==> src/rtl/nabp_filter_sequencer_pkg.sv <==
// Shared sizing constants and FSM encoding for the NABP projection filter sequencer.
package nabp_filter_sequencer_pkg;

  localparam int unsigned kDataLength         = 16;
  localparam int unsigned kFilteredDataLength = 32;
  localparam int unsigned kFilterDelay        = 8;
  localparam int unsigned kLineLength         = 256;
  localparam int unsigned kLineCntWidth       = 10;

  typedef enum logic [2:0] {
    StIdle   = 3'd0,
    StClear  = 3'd1,
    StStream = 3'd2,
    StDrain  = 3'd3,
    StDone   = 3'd4
  } seq_state_e;

endpackage

==> src/rtl/nabp_valid_tag_pipe.sv <==
// Enable-gated valid tag shift register that tracks the filter's group delay.
module nabp_valid_tag_pipe #(
  parameter int unsigned DEPTH = 8
) (
  input  logic clk,
  input  logic reset_n,
  input  logic i_clear,
  input  logic i_enable,
  input  logic i_head,
  output logic o_tail,
  output logic o_any
);

  logic [DEPTH-1:0] r_tags;
  logic [DEPTH-1:0] w_shift;

  generate
    if (DEPTH == 1) begin : g_single
      assign w_shift = i_head;
    end else begin : g_multi
      assign w_shift = {r_tags[DEPTH-2:0], i_head};
    end
  endgenerate

  always_ff @(posedge clk or negedge reset_n) begin
    if (!reset_n) begin
      r_tags <= '0;
    end else if (i_clear) begin
      r_tags <= '0;
    end else if (i_enable) begin
      r_tags <= w_shift;
    end
  end

  assign o_tail = r_tags[DEPTH-1];
  assign o_any  = |r_tags;

endmodule

==> src/rtl/nabp_filter_sequencer.sv <==
// Sequences the projection filter line by line, aligning valid/last framing with the
// filter's group delay and stalling the filter under downstream backpressure.
module nabp_filter_sequencer
  import nabp_filter_sequencer_pkg::*;
#(
  parameter int unsigned DATA_W       = kDataLength,
  parameter int unsigned FDATA_W      = kFilteredDataLength,
  parameter int unsigned FILTER_DELAY = kFilterDelay,
  parameter int unsigned LINE_LEN     = kLineLength,
  parameter int unsigned LINE_CNT_W   = kLineCntWidth
) (
  input  logic                  clk,
  input  logic                  reset_n,
  input  logic                  start,
  input  logic [LINE_CNT_W-1:0] num_lines,
  output logic                  busy,
  output logic                  done,
  input  logic                  in_valid,
  output logic                  in_ready,
  input  logic [DATA_W-1:0]     in_data,
  output logic                  filt_enable,
  output logic                  filt_clear,
  output logic [DATA_W-1:0]     filt_val_in,
  input  logic [FDATA_W-1:0]    filt_val_out,
  output logic                  out_valid,
  input  logic                  out_ready,
  output logic [FDATA_W-1:0]    out_data,
  output logic                  out_last,
  output logic [LINE_CNT_W-1:0] out_line_idx
);

  localparam int unsigned InCntW  = $clog2(LINE_LEN + 1);
  localparam int unsigned OutCntW = $clog2(LINE_LEN);
  localparam logic [InCntW-1:0]  InFull  = InCntW'(LINE_LEN);
  localparam logic [InCntW-1:0]  InLast  = InCntW'(LINE_LEN - 1);
  localparam logic [OutCntW-1:0] OutLast = OutCntW'(LINE_LEN - 1);

  seq_state_e r_state, w_state_d;

  logic [LINE_CNT_W-1:0] r_num_lines;
  logic [LINE_CNT_W-1:0] r_line_idx;
  logic [LINE_CNT_W-1:0] w_line_nxt;
  logic [InCntW-1:0]     r_in_cnt;
  logic [OutCntW-1:0]    r_out_cnt;
  logic                  r_busy;
  logic                  r_done;

  logic w_active;
  logic w_stream;
  logic w_clear;
  logic w_tail;
  logic w_any;
  logic w_out_valid;
  logic w_stall;
  logic w_enable;
  logic w_in_ready;
  logic w_accept;
  logic w_out_hs;
  logic w_start_ok;

  assign w_stream    = (r_state == StStream);
  assign w_active    = w_stream || (r_state == StDrain);
  assign w_clear     = (r_state == StClear);
  assign w_out_valid = w_active & w_tail;
  assign w_stall     = w_out_valid & ~out_ready;
  assign w_enable    = w_active & ~w_stall;
  assign w_in_ready  = w_stream & ~w_stall & (r_in_cnt < InFull);
  assign w_accept    = in_valid & w_in_ready;
  assign w_out_hs    = w_out_valid & out_ready;
  assign w_start_ok  = (r_state == StIdle) & start;
  assign w_line_nxt  = r_line_idx + 1'b1;

  nabp_valid_tag_pipe #(
    .DEPTH (FILTER_DELAY)
  ) u_tag_pipe (
    .clk      (clk),
    .reset_n  (reset_n),
    .i_clear  (w_clear),
    .i_enable (w_enable),
    .i_head   (w_accept),
    .o_tail   (w_tail),
    .o_any    (w_any)
  );

  always_comb begin
    w_state_d = r_state;
    unique case (r_state)
      StIdle: begin
        if (start) begin
          w_state_d = (num_lines == '0) ? StDone : StClear;
        end
      end
      StClear: w_state_d = StStream;
      StStream: begin
        if (w_accept && (r_in_cnt == InLast)) begin
          w_state_d = StDrain;
        end
      end
      StDrain: begin
        // An empty tag vector means every in-flight sample has been handed off.
        if (!w_any) begin
          w_state_d = (w_line_nxt == r_num_lines) ? StDone : StClear;
        end
      end
      StDone:  w_state_d = StIdle;
      default: w_state_d = StIdle;
    endcase
  end

  always_ff @(posedge clk or negedge reset_n) begin
    if (!reset_n) begin
      r_state     <= StIdle;
      r_num_lines <= '0;
      r_line_idx  <= '0;
      r_in_cnt    <= '0;
      r_out_cnt   <= '0;
      r_busy      <= 1'b0;
      r_done      <= 1'b0;
    end else begin
      r_state <= w_state_d;
      r_done  <= (r_state == StDone);

      if (w_start_ok) begin
        r_num_lines <= num_lines;
        r_line_idx  <= '0;
        r_busy      <= 1'b1;
      end else if (r_state == StDone) begin
        r_busy <= 1'b0;
      end

      if ((r_state == StDrain) && !w_any) begin
        r_line_idx <= w_line_nxt;
      end

      if (w_clear) begin
        r_in_cnt <= '0;
      end else if (w_accept) begin
        r_in_cnt <= r_in_cnt + 1'b1;
      end

      if (w_clear) begin
        r_out_cnt <= '0;
      end else if (w_out_hs) begin
        r_out_cnt <= r_out_cnt + 1'b1;
      end
    end
  end

  assign busy         = r_busy;
  assign done         = r_done;
  assign in_ready     = w_in_ready;
  assign filt_enable  = w_enable;
  assign filt_clear   = w_clear;
  assign filt_val_in  = w_accept ? in_data : '0;
  assign out_valid    = w_out_valid;
  // Filter output is undefined after reset, so it is masked until a tagged sample emerges.
  assign out_data     = w_out_valid ? filt_val_out : '0;
  assign out_last     = w_out_valid & (r_out_cnt == OutLast);
  assign out_line_idx = r_line_idx;

endmodule

==> config.mk <==
export PLATFORM = sky130hd
export DESIGN_NAME = nabp_filter_sequencer
export DESIGN_NICKNAME = d
export VERILOG_FILES = /design/src/rtl/nabp_filter_sequencer_pkg.sv /design/src/rtl/nabp_valid_tag_pipe.sv /design/src/rtl/nabp_filter_sequencer.sv
export SDC_FILE = /design/constraint.sdc
export NUM_CORES = 1
export LEC_CHECK = 0
export ABC_CLOCK_PERIOD_IN_PS = 1950
export CAP_MARGIN = 20
export CORE_UTILIZATION = 38
export DETAILED_ROUTE_END_ITERATION = 7
export PLACE_DENSITY = 0.86
export SYNTH_ARGS = -nofsm -noshare
export SYNTH_HDL_FRONTEND = slang
export SYNTH_SLANG_ARGS = --single-unit
==> constraint.sdc <==
create_clock -name clk -period 1.95 [get_ports clk]
set_input_delay 0.195 -clock clk [delete_from_list [all_inputs] [get_ports clk]]
set_output_delay 0.195 -clock clk [all_outputs]
set_load 0.02 [all_outputs]
Word level (Yosys, flattened, before mapping)
Cells that the tools add are included.
Word-level totals
  logic and storage cells: 64
  flip-flop bits (word level): 50
  input bits: 63
  output and inout port bits: 65
Operators by class
  bitwise logic cells: 11
  muxes and demuxes: 18
  add/sub/neg operators: 3
  magnitude comparators: 1
  equality and inequality tests: 10
  reductions and logical operators: 13
Operators with widths (count)
  32-bit two-way mux: 1
  8-bit two-way mux: 4
  10-bit two-way mux: 2
  9-bit two-way mux: 2
  16-bit two-way mux: 1
  3-bit two-way mux: 5
  3-bit case mux with 4 select lines: 1
  10-bit by 1-bit adder with 10-bit output (second input constant): 1
  10-bit equality test: 1
  10-bit zero test: 1
  2-bit nonzero test: 5
  9-bit by 1-bit adder with 9-bit output (second input constant): 1
  1-bit bitwise AND: 9
  9-bit by 8-bit equality test with 1-bit output (second input constant): 1
  9-bit less-than comparator (second input constant): 1
  8-bit by 1-bit adder with 8-bit output (second input constant): 1
  8-bit equality test (second input constant): 1
  8-bit OR reduction: 1
  3-bit by 2-bit equality test with 1-bit output (second input constant): 2
  2-bit != test (second input constant): 2
  3-bit by 1-bit equality test with 1-bit output (second input constant): 1
  3-bit equality test (second input constant): 1
  3-bit zero test: 1
  3-bit AND reduction: 1
  6 further kinds: 9

Depth between registers and ports, before layout
  depth after elaboration: 11
  depth in mapped cells: 8
  depth with buffers taken out: 8

Cells and area by module
Synthesis repeated with hierarchy kept, for this count alone.
Unflattened totals
  cells, all modules: 345
  area total of the unflattened synthesis: 2982.9 µm²
Modules (own cells, without submodules)
  nabp_filter_sequencer: sequential area each 1051.0 µm², area each 2641.3 µm², cells each 316, instances 1
  nabp_valid_tag_pipe: sequential area each 200.2 µm², area each 341.6 µm², cells each 29, instances 1

Worst setup path after synthesis
No wires, ideal clock.
  path type: flip-flop to flip-flop
  start: reg r_line_idx[0] (netlist: out_line_idx[0])
  end: reg r_state[2]
  library setup time: 121 ps
  setup slack: -233 ps
  period minus slack after synthesis: 2183 ps
  data required time: 1829 ps
  cell stages (with the launch flop): 9
  arrival: 2062 ps
  buffers on the path: 1
  cells stage by stage: dfrtp_1 -> ha_1 -> clkbuf_1 -> a21oi_1 -> or4b_2 -> nand4_1 -> nand3_1 -> a41oi_1 -> nor2_1
Between the ends
  word-level cells in the longest chain between the ends: 5
RTL lines
  start, declared: line nabp_filter_sequencer.sv:41  | logic [LINE_CNT_W-1:0] r_line_idx;
  start signal, assigned: line nabp_filter_sequencer.sv:132  | r_line_idx <= w_line_nxt;
  10-bit by 1-bit adder with 10-bit output: line nabp_filter_sequencer.sv:71  | assign w_line_nxt = r_line_idx + 1'b1;
  10-bit equality test: line nabp_filter_sequencer.sv:102  | w_state_d = (w_line_nxt == r_num_lines) ? StDone : StClear;
  3-bit two-way mux: line nabp_filter_sequencer.sv:102
  3-bit two-way mux: line nabp_filter_sequencer.sv:101  | if (!w_any) begin
  3-bit case mux with 4 select lines: line nabp_filter_sequencer.sv:87  | unique case (r_state)
  end signal, assigned: line nabp_filter_sequencer.sv:112  | r_state <= StIdle;
  end signal, assigned: line nabp_filter_sequencer.sv:120  | r_state <= w_state_d;
  end, declared: line nabp_filter_sequencer.sv:38  | seq_state_e r_state, w_state_d;
No other way between the ends. The select of a mux whose other input is x is not followed.
A chain may end at the register's enable or synchronous reset.

Worst setup path after layout
  start: reg r_line_idx[0] (netlist: out_line_idx[0])
  end: reg r_state[0]
The elaborated chain is that of the path after synthesis.

==> out/metrics.yaml <==
logic_synthesis:
  synth-main-ff-cell: "dfrtp_1"
  synthTopCellsByArea: "dfrtp_1, and2_1, o21ai_0"
  syn_area_mm2: 0.00298
  synth_top_area_frac: 0.420
  ys_ff_latch: 50
  synth_seq_area_share: 0.420
  synth_edf_count: 0
  synth_nets: 393
  async_flop_share: 1.00
  synthCells: 326
  synth_cell_type_count: 51
  avgSynthCellArea_um2: 9.13
  synth_area_leader_cell: "dfrtp_1"
  yosys_warnings: 0
detailed_routing:
  drt_pass1_iterations: 5
  routed_wl_um: 8740
  drtAntennaViolNets: 0
  via_count: 3017
  routedWlPerCell_um: 15.0
  drtIter0Drc: 139
  via_per_inst: 5.17
  drc: 0
die:
  rows: 31
  die_area_mm2: 0.00819
  dieWidth_um: 90.5
  initial_utilization: 0.402
  io_pins: 128
  coreArea_mm2: 0.00741
  die_y_um: 90.5
worst_setup_path:
  crit_top_cell: "nand3_1"
  reg2reg_from: "out_line_idx[0]"
  startpoint_type: "flip-flop"
  r2r_slack_ns: -0.01
  reg2regPathDepth: 8
  required_ns: 2.16
  crit_fanout: 6
  arrival_ns: 2.17
  crit_slowest_cell: "dfrtp_2"
  r2r-end: "r_state[0]"
  crit_chain: "ha_4 > buf_4 > nand4_1 > nor4b_1 > a22oi_1 > nand3_1 > nand3_1 > a21o_1"
  critPathMaxStageDelay_ns: 0.45
  setup.worst_path.end_class: "flip-flop"
  critPathKind: "reg2reg"
finish:
  layout_commonest_cell: "clkdlybuf4s50_1"
  nets: 551
  drive_gt1_frac: 0.206
  final_cell_mix: "clkdlybuf4s50_1, and2_1, dfrtp_1, buf_4, nor2_1"
  fin_util: 0.629
  stdcell_count: 584
  final_area_mm2: 0.00466
  synthToLayoutAreaGrowth_pct: 56.4
  diodes: 0
place:
  hpwl_um: 6420
  place_inst: 564
  port_buffers: 127
  place_area_mm2: 0.00457
  gp_congestion: 0.887
sta:
  fin_crit_sh: 1.01
  period_needed_ns: 1.96
  setup_viol: 1
  fin_ws_ns: -0.0136
  slew_headroom: 0.628
  slew_violations: 0
  clock_skew_ns: 0.0118
  hold_violations: 0
  rsz0062_at_grt: "yes"
  worst_pin_slew_ns: 0.557
  max_freq_mhz: 509
  timing.hold.ws_ns: 0.400
grt:
  grt_start_max_net_pins: 37
  grt_pass1_vias: 2999
  grt_remaining_overflow: 0
  grt_first_pass_wirelength_um: 13900
  antenna_found_initial: 0
  grt_usage: 0.208
pwr:
  power_density_mw_per_mm2: 1240
  power.total_uw: 5770
  irDropWorstVdd_mv: 0.598
  p_leak_uw: 0.00215
flow_run:
  drv_cap: 0
cts:
  htree_num_levels: 2
  clk_latency_ns: 0.31
  cts_tree: "done"
  cts_buffer_depth: 2
  cts_inserted_buffers: 5
  root_buffer: "clkbuf_8"
  cts.sinks: 50
  path_clk_slew_ns: 0.10
outcome:
  violations: "negative setup slack"
  status: "finished with violations"
worst_hold_path:
  hold_path_class: "in2async"
-- cells in the mapped netlist, types with 2 or more instances --
master     n
a31oi_1    2
nand2_1   22
buf_2      5
inv_1      8
nor2b_1    2
nand4b_1   2
and2_1    51
o31ai_1    3
mux2_2     9
clkbuf_1   9
a22o_1     5
o21ai_0   21
or4_4      2
ha_1       4
o41ai_1    2
nor4b_1    2
nor2_1    27
xor2_1    10
dfrtp_1   50
a22o_2     2
a21oi_1   10
or3_1      4
nor3_1     4
nand4_1    6
and3_1     5
nor4_1     4
xnor2_1   11
a21o_1     2
nand3_1   20
-- registers in the layout, summed over array words and instances, names as in the netlist --
signal and count:
r_state 3, busy 1, u_tag_pipe.r_tags 8, r_num_lines 10
r_in_cnt 9, done 1, out_line_idx 10, r_out_cnt 8
-- how the worst max path moves through the flow --
| stage | start | end | slack (ns) |
|---|---|---|---|
| 2_1_floorplan | out_line_idx[0] | r_state[2] | -0.03 |
| 3_3_place_gp | out_ready | filt_val_in[0] | -0.14 |
| 3_5_place_dp | out_ready | filt_val_in[12] | -0.15 |
| 4_1_cts | r_state[2] | in_ready | -0.02 |
| 5_1_grt | u_tag_pipe.r_tags[2] | r_state[0] | -0.10 |
| 6_report | out_line_idx[0] | r_state[0] | -0.01 |
-- cells by family after synthesis --
| kind of cell | count (synthesis) | synth area share |
|---|---|---|
| AND/OR/NAND/NOR | 159 | 0.296 |
| AO/OA/AOI/OAI | 57 | 0.131 |
| flip-flops | 50 | 0.420 |
| buffers and inverters | 25 | 0.0374 |
| XOR/XNOR | 21 | 0.0618 |
| multiplexers | 10 | 0.0374 |
| adder cells (fa/ha/maj) | 4 | 0.0168 |
-- area by class of cell --
type                       instances  area, µm²
fill                             616       2750
multi-input combinational        251       1680
timing repair buffer             168       1480
sequential                        50       1250
tap                               99        124
clock buffer                       6       72.6
inverter                           8       30.0
clock inverter                     2       10.0
-- critical path: cells and delay by family, from the launching register on --
| family | cells | cell delay, ns |
|---|---|---|
| adder cells (fa/ha/maj) | 1 | 0.17 |
| flip-flops | 1 | 0.45 |
| AO/OA/AOI/OAI | 2 | 0.35 |
| buffers and inverters | 1 | 0.11 |
| AND/OR/NAND/NOR | 4 | 0.79 |
-- layer usage --
layer,vias to the layer above,GRT usage,part of all wire
li1,1453,-,-
met2,115,0.366,0.52
met5,-,0,0
met1,1436,0.261,0.42
met4,0,0.0578,0.017
met3,13,0.0337,0.048
-- report_power, final --
group	internal (µW)	leakage [µW]	switching, µW
clock	250	0.0000450	344
sequential	1380	0.000650	358
combinational	1640	0.00146	1800
-- repair_timing --
action	in CTS	in global routing
endpoints found under the setup margin	61	63
hold buffers	1	0
hold endpoints to repair	21	0
setup buffers	0	10
gates cloned	0	1
pin swaps	1	6
resized for setup	90	45
-- per-stage QoR --
stage	setup TNS (ns)	setup WS [ns]
after global placement	-2.49	-0.142
final	-0.0136	-0.0136
after floorplan	-0.0279	-0.0279
after global routing	-0.162	-0.100
after detailed placement	-2.65	-0.146
after CTS	-0.0241	-0.0241
(Power assumes the default switching activity.)
